<file path="config.mk">
export PLATFORM = sky130hd
export DESIGN_NAME = out_pcm_mc
export DESIGN_NICKNAME = d
export VERILOG_FILES = /design/src/rtl/out_pcm_mc.sv
export SDC_FILE = /design/constraint.sdc
export NUM_CORES = 1
export LEC_CHECK = 0
export ABC_CLOCK_PERIOD_IN_PS = 2460
export CAP_MARGIN = 40
export CELL_PAD_IN_SITES_DETAIL_PLACEMENT = 0
export CELL_PAD_IN_SITES_GLOBAL_PLACEMENT = 1
export CORE_ASPECT_RATIO = 1.4
export CORE_UTILIZATION = 42
export CTS_BUF_LIST = sky130_fd_sc_hd__clkbuf_4 sky130_fd_sc_hd__clkbuf_8
export DETAILED_ROUTE_END_ITERATION = 10
export GPL_ROUTABILITY_DRIVEN = 1
export PLACE_DENSITY_LB_ADDON = 0.08
export SYNTH_ARGS = -nofsm -noshare
export SYNTH_HDL_FRONTEND = slang
export SYNTH_SLANG_ARGS = --single-unit
</file>
<file path="constraint.sdc">
create_clock -name clk -period 2.46 [get_ports clk]
set_clock_uncertainty 0.2 [all_clocks]
set_input_delay 0.492 -clock clk [delete_from_list [all_inputs] [get_ports clk]]
set_output_delay 0.492 -clock clk [all_outputs]
set_load 0.005 [all_outputs]
</file>
<file path="src/rtl/out_pcm_mc.sv">
// G.711 multi-channel TDM transmitter: per-channel compressing holding registers feeding
// a framed MSB-first serial output, with sticky underrun and frame-error flags.
module out_pcm_mc #(
    parameter int unsigned  NCH = 4,
    localparam int unsigned CW  = (NCH > 2) ? $clog2(NCH) : 1
) (
    input  logic           clk,
    input  logic           reset,
    input  logic           in_valid,
    output logic           in_ready,
    input  logic [CW-1:0]  in_ch,
    input  logic           in_law,
    input  logic [13:0]    in_sr,
    input  logic           frame_start,
    output logic           pcm_out,
    output logic           pcm_fs,
    output logic [NCH-1:0] underrun,
    output logic           frame_err,
    input  logic           scan_in0,
    input  logic           scan_en,
    output logic           scan_out0
);

    localparam int unsigned NBITS = NCH * 8;
    localparam int unsigned CNTW  = $clog2(NBITS);

    typedef enum logic {StIdle, StShift} state_t;

    state_t          r_state, w_state_nxt;
    logic [CNTW-1:0] r_cnt, w_cnt_nxt, w_cnt_inc;
    logic [7:0]      r_shift;
    logic            r_fs;
    logic [NCH-1:0]  r_valid, r_law, r_underrun;
    logic            r_frame_err;
    logic [7:0]      r_code [NCH];

    logic            w_load;
    logic [CW-1:0]   w_load_ch;
    logic [7:0]      w_load_code;
    logic            w_ready;
    logic            w_wr;
    logic [7:0]      w_wr_code;
    logic            w_unused_scan;

    function automatic logic [7:0] mulaw_enc(input logic [13:0] sr);
        logic       neg;
        logic [13:0] mag;
        logic [13:0] m;
        logic [2:0] seg;
        logic [3:0] mant;
        neg = sr[13];
        mag = neg ? (~sr + 14'd1) : sr;
        if (mag > 14'd8158) mag = 14'd8158;
        m   = mag + 14'd33;
        seg = 3'd0;
        for (int i = 5; i <= 12; i++) begin
            if (m[i]) seg = 3'(i - 5);
        end
        // widen before +1 so seg = 7 does not wrap the shift amount
        mant = 4'(m >> ({1'b0, seg} + 4'd1));
        return ~{neg, seg, mant};
    endfunction

    // y is the sample already shifted right by one (13-bit two's complement)
    function automatic logic [7:0] alaw_enc(input logic [12:0] y);
        logic        neg;
        logic [11:0] mag;
        logic [2:0]  seg;
        logic [3:0]  mant;
        neg = y[12];
        mag = neg ? ~y[11:0] : y[11:0];
        seg = 3'd0;
        if (mag < 12'd32) begin
            mant = mag[4:1];
        end else begin
            for (int i = 5; i <= 11; i++) begin
                if (mag[i]) seg = 3'(i - 4);
            end
            mant = 4'(mag >> seg);
        end
        return {~neg, seg, mant} ^ 8'h55;
    endfunction

    assign w_wr_code = in_law ? alaw_enc(in_sr[13:1]) : mulaw_enc(in_sr);

    always_comb begin
        w_ready = 1'b0;
        for (int i = 0; i < NCH; i++) begin
            if (in_ch == CW'(i)) w_ready = ~r_valid[i];
        end
    end

    assign in_ready  = w_ready;
    assign w_wr      = in_valid & w_ready;
    assign w_cnt_inc = r_cnt + 1'b1;

    always_comb begin
        w_state_nxt = r_state;
        w_cnt_nxt   = r_cnt;
        w_load      = 1'b0;
        w_load_ch   = '0;
        unique case (r_state)
            StIdle: begin
                if (frame_start) begin
                    w_state_nxt = StShift;
                    w_cnt_nxt   = '0;
                    w_load      = 1'b1;
                end
            end
            StShift: begin
                if (r_cnt == CNTW'(NBITS - 1)) begin
                    w_state_nxt = StIdle;
                    w_cnt_nxt   = '0;
                end else begin
                    w_cnt_nxt = w_cnt_inc;
                    w_load    = (w_cnt_inc[2:0] == 3'd0);
                    w_load_ch = w_cnt_inc[CNTW-1:3];
                end
            end
            default: w_state_nxt = StIdle;
        endcase
    end

    always_comb begin
        w_load_code = 8'hFF;
        for (int i = 0; i < NCH; i++) begin
            if (w_load_ch == CW'(i)) begin
                w_load_code = r_valid[i] ? r_code[i] : (r_law[i] ? 8'hD5 : 8'hFF);
            end
        end
    end

    always_ff @(posedge clk or negedge reset) begin
        if (!reset) begin
            r_state     <= StIdle;
            r_cnt       <= '0;
            r_shift     <= '0;
            r_fs        <= 1'b0;
            r_valid     <= '0;
            r_law       <= '0;
            r_underrun  <= '0;
            r_frame_err <= 1'b0;
            for (int i = 0; i < NCH; i++) r_code[i] <= '0;
        end else begin
            r_state <= w_state_nxt;
            r_cnt   <= w_cnt_nxt;
            r_fs    <= (r_state == StIdle) && frame_start;
            r_shift <= w_load ? w_load_code : {r_shift[6:0], 1'b0};
            if ((r_state == StShift) && frame_start) r_frame_err <= 1'b1;
            for (int i = 0; i < NCH; i++) begin
                if (w_load && (w_load_ch == CW'(i))) begin
                    r_valid[i] <= 1'b0;
                    if (!r_valid[i]) r_underrun[i] <= 1'b1;
                end
                // a write to a just-drained empty channel lands after the idle-code load
                if (w_wr && (in_ch == CW'(i))) begin
                    r_valid[i] <= 1'b1;
                    r_code[i]  <= w_wr_code;
                    r_law[i]   <= in_law;
                end
            end
        end
    end

    assign pcm_out       = (r_state == StShift) & r_shift[7];
    assign pcm_fs        = r_fs;
    assign underrun      = r_underrun;
    assign frame_err     = r_frame_err;
    assign scan_out0     = 1'b0;
    assign w_unused_scan = scan_in0 ^ scan_en;

endmodule

</file>
* Yosys cells after proc, flatten, opt, wreduce, memory -nomap -nowiden *
Cells that the tools add are included.

storage, ports and cells
  bits of input ports = 23
  register bits after elaboration = 60
  output and inout bits = 9
  word-level logic and storage cells = 126

operators by class
  order comparisons = 2
  multiplexer cells = 56
  add/sub/neg operators = 4
  shift operators = 2
  eq/ne operators = 8
  reductions and logical operators = 21
  bitwise operators = 12

operator list
  cell                     count
  $mux W8                  10
  $mux W3                  14
  $mux W14                 2
  $mux W6                  4
  $mux W1                  17
  $add A14 B1 Y14 const B  1
  $add A14 B6 Y14 const B  1
  $gt A14 B13 Y1 const B   1
  $not A14 Y14             1
  $shr A14 B4 Y4           1
  $lt A12 B6 Y1 const B    1
  $mux W12                 1
  $not A12 Y12             1
  $shr A12 B3 Y4           1
  $logic_and A1 B1 Y1      10
  $mux W5                  2
  $pmux W5 S2              1
  $eq A2 B2 Y1 const B     4
  $not A8 Y8               1
  $reduce_and A2 Y1        4
  $reduce_bool A2 Y1       4
  $not A1 Y1               6
  $add A5 B1 Y5 const B    1
  $eq A5 B5 Y1 const B     1
  other kinds (10)         15

* Logic depth before layout (Yosys ltp) *
Gate-level depths: netlist (run 1).

  depth in word-level cells = 17
  gate-level depth with buffers = 20
  gate-level depth less buffers = 19

* Worst setup path after synthesis (run 1) *
Ideal clock, no wire load.

  path type = input -> register
  from = input port in_sr[5]
  to = register r_code[17] (netlist name)
  setup slack = -2.501 ns
  library setup time = 0.132 ns
  data arrival time = 4.629 ns
  cell stages on the path = 18
  data required time = 2.128 ns
  path buffers = 2
  path through = buf_6 > or4_4 > buf_6 > o41ai_4 > xnor2_1 > a2111oi_4 > a21oi_2 > o211ai_1 > ha_1 > nand4_1 > and2_1 > o311ai_0 > o221a_4 > o21ai_4 > nand2_2 > mux2_4 > a221oi_4 > o31ai_1

between the ends
  longest elaborated chain between the ends = 17
  elaborated cells between the ends (all ways) = 22
  classes of those cells = 3 x add/sub; 2 x order compare; 2 x shift; 12 x mux; 3 x bitwise

ends and longest elaborated chain
  item                             RTL line  RTL
  from (decl)                      13        input logic [13:0] in_sr,
  $not A14 Y14                     52        mag = neg ? (~sr + 14'd1) : sr;
  $add A14 B1 Y14                  52
  $mux W14                         52
  $gt A14 B13 Y1                   53        if (mag > 14'd8158) mag = 14'd8158;
  $mux W14                         53
  $add A14 B6 Y14                  54        m = mag + 14'd33;
  $mux W1                          57        if (m[i]) seg = 3'(i - 5);
  $mux W3 (6 in a row)             57
  $add A3 B1 Y4                    60        mant = 4'(m >> ({1'b0, seg} + 4'd1));
  $shr A14 B4 Y4                   60
  $not A8 Y8                       61        return ~{neg, seg, mant};
  $mux W8 *                        84        assign w_wr_code = in_law ? alaw_enc(in_sr[13:1]) : mulaw_enc(in_sr);
  to (signal, indexed assignment)  158       r_code[i] <= w_wr_code;
  to (decl)                        35        logic [7:0] r_code [NCH];

Mark *: on every way between the ends. The rest lies on a longest branch, timed or not.
A chain may end at the register's enable or synchronous reset.

* Final worst setup path (run 1) *
  from = input port in_sr[3]
  to = register r_code[19] (netlist name)

The elaborated chain is that of the path after synthesis.

==> run metrics, run 1 <==
Die W approximately 93 um; Post-Syn Instances 590; most numerous cell in the Yosys netlist nand2_1; pre-CTS WS -2.80 ns; die boundary height ~130 um; largest cells by area after synthesis dfrtp_1, nand2_1, o21ai_0; RSZ-0062 raised after global routing yes; Power Density 762 mW/mm^2; Synth Warn # 0; clk slew on worst S/H paths 0.06 ns; full die area 0.0120 sq mm; CTS sink cnt 60; Initial Utilization 43.0%; sequential fraction of the synthesis area 30.8%; CP top delay family compound AO/OA/AOI/OAI gates; worst-margin pin slew 0.547 ns; CP max-delay cell or4_4; non-filler cells, final between 900 and 1,000; WS Path Type input pin to register; met3 wire len between 400 and 500 um; DRT antenna net count 0; commonest cells in the netlist nand2_1, dfrtp_1, o21ai_0; ANT cells 0; final core occ 63.5%; sequential fraction of design power 30.7%; net count of the mapped netlist 618; PortBufs 28; switch share between 30% and 40%; Netlist Area Pre-Place 0.00488 sq mm; WP data required 2.49 ns; CP Buf/Inv Count 4; Clock Tree Buf Depth 2; met2 WL 8540 um; setup TNS -54.28 ns; VDD IR max 0.305 mV; DP HPWL 11,800 um; Core Region about 0.011 sq mm; Hold Path Class register to register; placed cells around 870; via count 5,128; root buf cell clkbuf_8; fin. max-slew vios 0; Pleak between 3 and 4 nW; main flop type after synthesis dfrtp_1; I/O pins 32; combinational power share 53.2%; TritonCTS clock tree built; number of H-tree levels 3; Post-Route WL 15,700 um; Rel. slew slack 63.2%; number of library cell types mapped by synthesis 83; Net Switching 2.16 mW; Final #Nets 797; Final Hold Fails 0; CP Max Fanout 6; num rows between 40 and 50; syn avg cell area 8.26 sq um; M1 wire length 5990 um; Yosys top cell by area dfrtp_1; layout cell share with drive strength beyond 1 between 30% and 40%; Int Pwr approximately 3.3 mW; most used cell, CP buf_6; Final period util 185%; Setup Viol. Count Final 28; router iterations before antenna repair 4; maxcap violations 0; Max Clk Rate between 200 and 250 MHz; Post-synth EDFFs 0; failing checks negative setup slack; largest net degree at the start of global routing 61; CP arrival 4.57 ns; DR top layer met4; drt wl/cell 17.1 um; Startpoint Class input pin; worst setup margin -2.08 ns; Worst path max stage delay 0.58 ns; vias per cell around 5.6; grt ovf 0; initial antenna violation count 0; Area Overhead vs Synth 47.6%; asr flop ratio synth 100%; status finished, violations left; Residual DRC 0; crit end category register; clk_lat worst skew 0.34 ns; vias in the first global route 5,255; CP Cell Sequence buf_6 -> or4_4 -> buf_6 -> o41ai_4 -> xnor2_2 -> a2111oi_4 -> a21oi_2 -> o211ai_1 -> ha_2 -> nand4_1 -> and2_4 -> o211ai_1 -> o211ai_4 -> nor2b_4 -> o311ai_4 -> buf_6 -> a211oi_2 -> a311oi_2 -> buf_4 -> o21ai_1; top-area cell type share of the netlist area 30.8%; Clk pwr share ~16%; #FFs+latches synth 60; gpl congestion 0.865; crit path time final 4.54 ns; first-iteration detailed-routing DRC count approximately 160; global-route wire length before repair 25,500 um; GRT Overall Usage 27.1%; TritonCTS buffer count 9
[worst min-delay path, delay by kind of cell (launching register included)]
| kind | cells | cell delay [ns] |
|---|---|---|
| AO/OA/AOI/OAI | 1 | 0.05 |
| flip-flops | 1 | 0.32 |
| AND/OR/NAND/NOR | 1 | 0.05 |
[sequential cells by signal, indices dropped and copies added (netlist names)]
| signal | flops |
|---|---|
| r_valid | 4 |
| r_state | 1 |
| r_code | 32 |
| r_cnt | 5 |
| r_shift | 8 |
| pcm_fs | 1 |
| frame_err | 1 |
| underrun | 4 |
| r_law | 4 |
[power groups by stage]
stage / Sequential [mW] / Clock, mW / Combinational (mW)
finish: 1.68 / 0.884 / 2.92
global route: 1.73 / 0.959 / 3.21
CTS: 1.68 / 0.909 / 2.80
detailed placement: 1.69 / 0 / 2.66
global placement: 1.67 / 0 / 2.61
floorplan: 1.61 / 0 / 1.63
[area by class of cell]
class	instances	area, sq um
clock buffer	11	151
fill	977	4140
timing repair buffer	210	1760
sequential	60	1500
tap	144	180
multi-input combinational	475	3500
clock inverter	5	50.0
inverter	13	52.6
[final timing paths]
kind                                       from                     end  slack (ns)  cells after the start
min in group asynchronous                 reset    r_cnt[1]$_DFFE_PN0P_        0.48                      3
max                                    in_sr[3]  r_code[19]$_DFFE_PN0P_       -2.08                     20
min reg2reg                r_shift[2]$_DFF_PN0_    r_shift[3]$_DFF_PN0_        0.26                      2
max reg2reg                r_cnt[1]$_DFFE_PN0P_    r_shift[2]$_DFF_PN0_        0.14                     10
min                        r_shift[2]$_DFF_PN0_    r_shift[3]$_DFF_PN0_        0.26                      2
max in group asynchronous                 reset   r_code[0]$_DFFE_PN0P_        1.31                      3
[cell usage in the layout (no fill, tap or decap), types with 6 or more instances in the layout]
cell / count
clkbuf_8: 11
o21ai_1: 22
a21o_1: 8
or3_1: 7
nand3b_1: 9
o211ai_1: 11
xor2_1: 6
nor3_1: 10
o22ai_1: 7
o21ai_2: 6
a31oi_1: 8
xnor2_1: 19
nand4_1: 6
inv_1: 9
a21oi_1: 20
o21ai_0: 26
clkdlybuf4s50_1: 13
buf_6: 19
buf_12: 6
nor2_1: 34
dfrtp_1: 60
buf_4: 158
mux2i_1: 17
a211oi_1: 9
nand2b_1: 15
o31ai_1: 9
nand2_1: 87
nand3_1: 11
nor3b_1: 8
[kinds of logic after synthesis]
kind of cell,after synthesis,synth area share (%)
AND/OR/NAND/NOR,227,23.2
AO/OA/AOI/OAI,191,29.9
flip-flops,60,30.8
buffers and inverters,55,4.64
XOR/XNOR,27,4.85
multiplexers,24,5.23
adder cells (fa/ha/maj),5,1.28
other,1,0.0769
[per-layer routing]
metal	global-route usage (%)	vias to the layer above
li1	-	2525
met1	27.4	2452
met2	52.9	107
met3	2.82	44
met4	15.7	0
met5	0	-
[stage by stage]
step           total power, mW  hold slack (ns)  instance area (sq um)
2_1_floorplan             3.24         -0.00359                   4920
3_3_place_gp              4.28            0.239                   6370
3_5_place_dp              4.35            0.245                   6370
4_1_cts                   5.38            0.260                   6980
5_1_grt                   5.90            0.279                   7200
6_report                  5.48            0.257                   7200
[repair_timing]
item	in CTS	in global routing
hold buffers	1	0
gates resized for setup	98	31
endpoints found under the setup margin	29	35
buffers inserted	25	14
pin swaps	48	18
cloned	0	0
endpoints found under the hold margin	60	0
No activity file was read; power rests on OpenSTA's default activity.
==> run 2, diff against run 1 <==
- ABC_CLOCK_PERIOD_IN_PS: 2460 -> not set
- CORE_UTILIZATION: 42 -> 41
- CTS_BUF_LIST: sky130_fd_sc_hd__clkbuf_4 sky130_fd_sc_hd__clkbuf_8 -> not set
==> run 2 against run 1 <==
Net effect:
- largest power group unchanged
- maximum frequency up 2.6%
- worst hold slack worse by 0.0013 ns
- die area up 2.4%
- combinational power up 6.8%
- setup slack better by 0.12 ns
- critical path depth unchanged
- the run still ends with negative setup slack left
- clock power up 35%
==> run metrics, run 2 (synthesized netlist as in run 1, its figures left out) <==
Clock Tree Buf Depth 2 (unchanged); WS Path Type input pin to register (unchanged); Power Density 824 mW/mm^2 (was 762 mW/mm^2); global-route wire length before repair 25,700 um (was 25,500 um); Hold Path Class register to register (unchanged); met2 WL 9220 um (was 8540 um); Post-Route WL 16,200 um (was 15,700 um); CP arrival 4.43 ns (was 4.57 ns); Rel. slew slack 57.5% (was 63.2%); die boundary height 131 um (was 129 um); vias per cell 5.58 (was 5.59); Setup Viol. Count Final 28 (unchanged); DRT antenna net count 0 (unchanged); vias in the first global route 5,209 (was 5,255); Core Region 0.0115 sq mm (was 0.0113 sq mm); Die W 94.2 um (was 93.1 um); Area Overhead vs Synth 49.4% (was 47.6%); CP top delay family compound AO/OA/AOI/OAI gates (unchanged); router iterations before antenna repair 4 (unchanged); Cell Area, Placed 0.00637 sq mm (about the same); fill count 1,002 (was 977); hold depth 2 (unchanged); crit path time final 4.42 ns (was 4.54 ns); max reg flops 32 (unchanged); most flop-heavy register r_code (unchanged); ANT cells 0 (unchanged); most used cell, CP buf_6 (unchanged); layout cell share with drive strength beyond 1 38.2% (was 37.2%); Final period util 180% (was 185%); Final Hold Fails 0 (unchanged); setup TNS -50.81 ns (was -54.28 ns); commonest cells after routing, fill and taps aside buf_4, nand2_1, dfrtp_1 (unchanged); WP data required 2.46 ns (was 2.49 ns); CP Max Fanout 6 (unchanged); DP HPWL 12,100 um (was 11,800 um); gpl congestion 0.879 (was 0.865); worst-margin pin slew 0.637 ns (was 0.547 ns); CP Buf/Inv Count 4 (unchanged); first-iteration detailed-routing DRC count 143 (was 156); drt wl/cell 17.8 um (was 17.1 um); full die area 0.0123 sq mm (was 0.0120 sq mm); number of H-tree levels 3 (unchanged); via count 5,084 (was 5,128); PortBufs 28 (unchanged); commonest non-fill, non-tap cell in the layout buf_4 (unchanged); failing checks negative setup slack (unchanged); fin. max-slew vios 0 (unchanged); Pleak 3.18 nW (was 3.15 nW); I/O pins 32 (unchanged); Startpoint Class input pin (unchanged); met3 wire len 281 um (was 427 um); initial antenna violation count 0 (unchanged); worst setup margin -1.96 ns (was -2.08 ns); crit end category register (unchanged); cell area after layout 0.00728 sq mm (was 0.00720 sq mm); clk_lat worst skew 0.32 ns (was 0.34 ns); status finished, violations left (unchanged); Max Clk Rate 226 MHz (was 220 MHz); Final #Nets 790 (was 797); num rows 46 (unchanged); largest registers r_code: 32 flops, r_shift: 8 flops, r_cnt: 5 flops (unchanged); Reg2Reg Depth 10 (unchanged); DR top layer met4 (unchanged); TritonCTS clock tree built (unchanged); final hold slack 0.255 ns (was 0.257 ns); Worst path max stage delay 0.60 ns (was 0.58 ns); TritonCTS buffer count 9 (unchanged); VDD IR max 0.409 mV (was 0.305 mV); M1 wire length 5970 um (was 5990 um); CP max-delay cell or4_4 (unchanged); GRT Overall Usage 27.4% (was 27.1%); clk slew on worst S/H paths 0.05 ns (was 0.06 ns); grt ovf 0 (unchanged); largest net degree at the start of global routing 41 (was 61); Residual DRC 0 (unchanged); CTS sink cnt 60 (unchanged); maxcap violations 0 (unchanged); CP Cell Sequence buf_6 -> or4_4 -> buf_6 -> o41ai_4 -> xnor2_2 -> a2111oi_4 -> a21oi_2 -> o211ai_1 -> ha_2 -> nand4_1 -> and2_4 -> o211ai_1 -> o211ai_4 -> nor2b_4 -> o311ai_4 -> buf_6 -> a211oi_4 -> a311oi_2 -> buf_4 -> o21ai_2 (was buf_6 -> or4_4 -> buf_6 -> o41ai_4 -> xnor2_2 -> a2111oi_4 -> a21oi_2 -> o211ai_1 -> ha_2 -> nand4_1 -> and2_4 -> o211ai_1 -> o211ai_4 -> nor2b_4 -> o311ai_4 -> buf_6 -> a211oi_2 -> a311oi_2 -> buf_4 -> o21ai_1); RSZ-0062 raised after global routing yes (unchanged); root buf cell clkbuf_16 (was clkbuf_8); Initial Utilization 42.6% (was 43.0%); critical path depth in cells 20 (unchanged)
[run 2: tightest hold or removal path: stages (launching register included)]
cell and delay, ns:
dfrtp_1 0.32, nand2_1 0.06, o41ai_2 0.05
[run 2: where the power goes]
group	switching, mW	internal (mW)
combinational	1.67	1.45
clock	0.417	0.773
sequential	0.266	1.43
total	2.35	3.65
[run 2: per-layer routing]
layer	vias to the layer above	GRT usage, %
met4	0	16.4
met3	44	2.31
met2	94	53.3
met5	-	0
met1	2437	28.0
li1	2509	-
[run 2: area by class of cell]
| class | count | area (sq um) | area share, % |
|---|---|---|---|
| multi-input combinational | 475 | 3580 | 49.1 |
| sequential | 60 | 1500 | 20.6 |
| tap | 144 | 180 | 2.47 |
| clock buffer | 10 | 229 | 3.14 |
| timing repair buffer | 203 | 1690 | 23.2 |
| inverter | 13 | 48.8 | 0.670 |
| clock inverter | 6 | 55.1 | 0.756 |
[run 2: path summary, 6_finish.rpt]
| check | startpoint | endpoint | slack, ns |
|---|---|---|---|
| max in group asynchronous | reset | r_code[3]$_DFFE_PN0P_ | 1.01 |
| max | in_sr[3] | r_code[19]$_DFFE_PN0P_ | -1.96 |
| max reg2reg | r_cnt[0]$_DFFE_PN0P_ | r_shift[2]$_DFF_PN0_ | 0.07 |
| min | r_shift[4]$_DFF_PN0_ | r_shift[5]$_DFF_PN0_ | 0.26 |
| min reg2reg | r_shift[4]$_DFF_PN0_ | r_shift[5]$_DFF_PN0_ | 0.26 |
| min in group asynchronous | reset | r_cnt[0]$_DFFE_PN0P_ | 0.47 |
[run 2: through the flow]
step	utilization (%)	instances	setup WS (ns)	total power [mW]
6_report	63.6	911	-1.96	6.00
5_1_grt	63.6	911	-2.13	6.41
4_1_cts	61.6	901	-1.91	5.72
3_5_place_dp	55.6	868	-2.84	4.37
3_3_place_gp	55.6	868	-2.75	4.30
2_1_floorplan	-	590	-2.39	3.24
[run 2: timing repair]
action,in CTS,in global routing
setup endpoints to repair,29,35
cloned,0,1
hold buffers,1,0
pin swaps,56,36
endpoints found under the hold margin,20,0
resized for setup,101,44
setup buffers,19,10
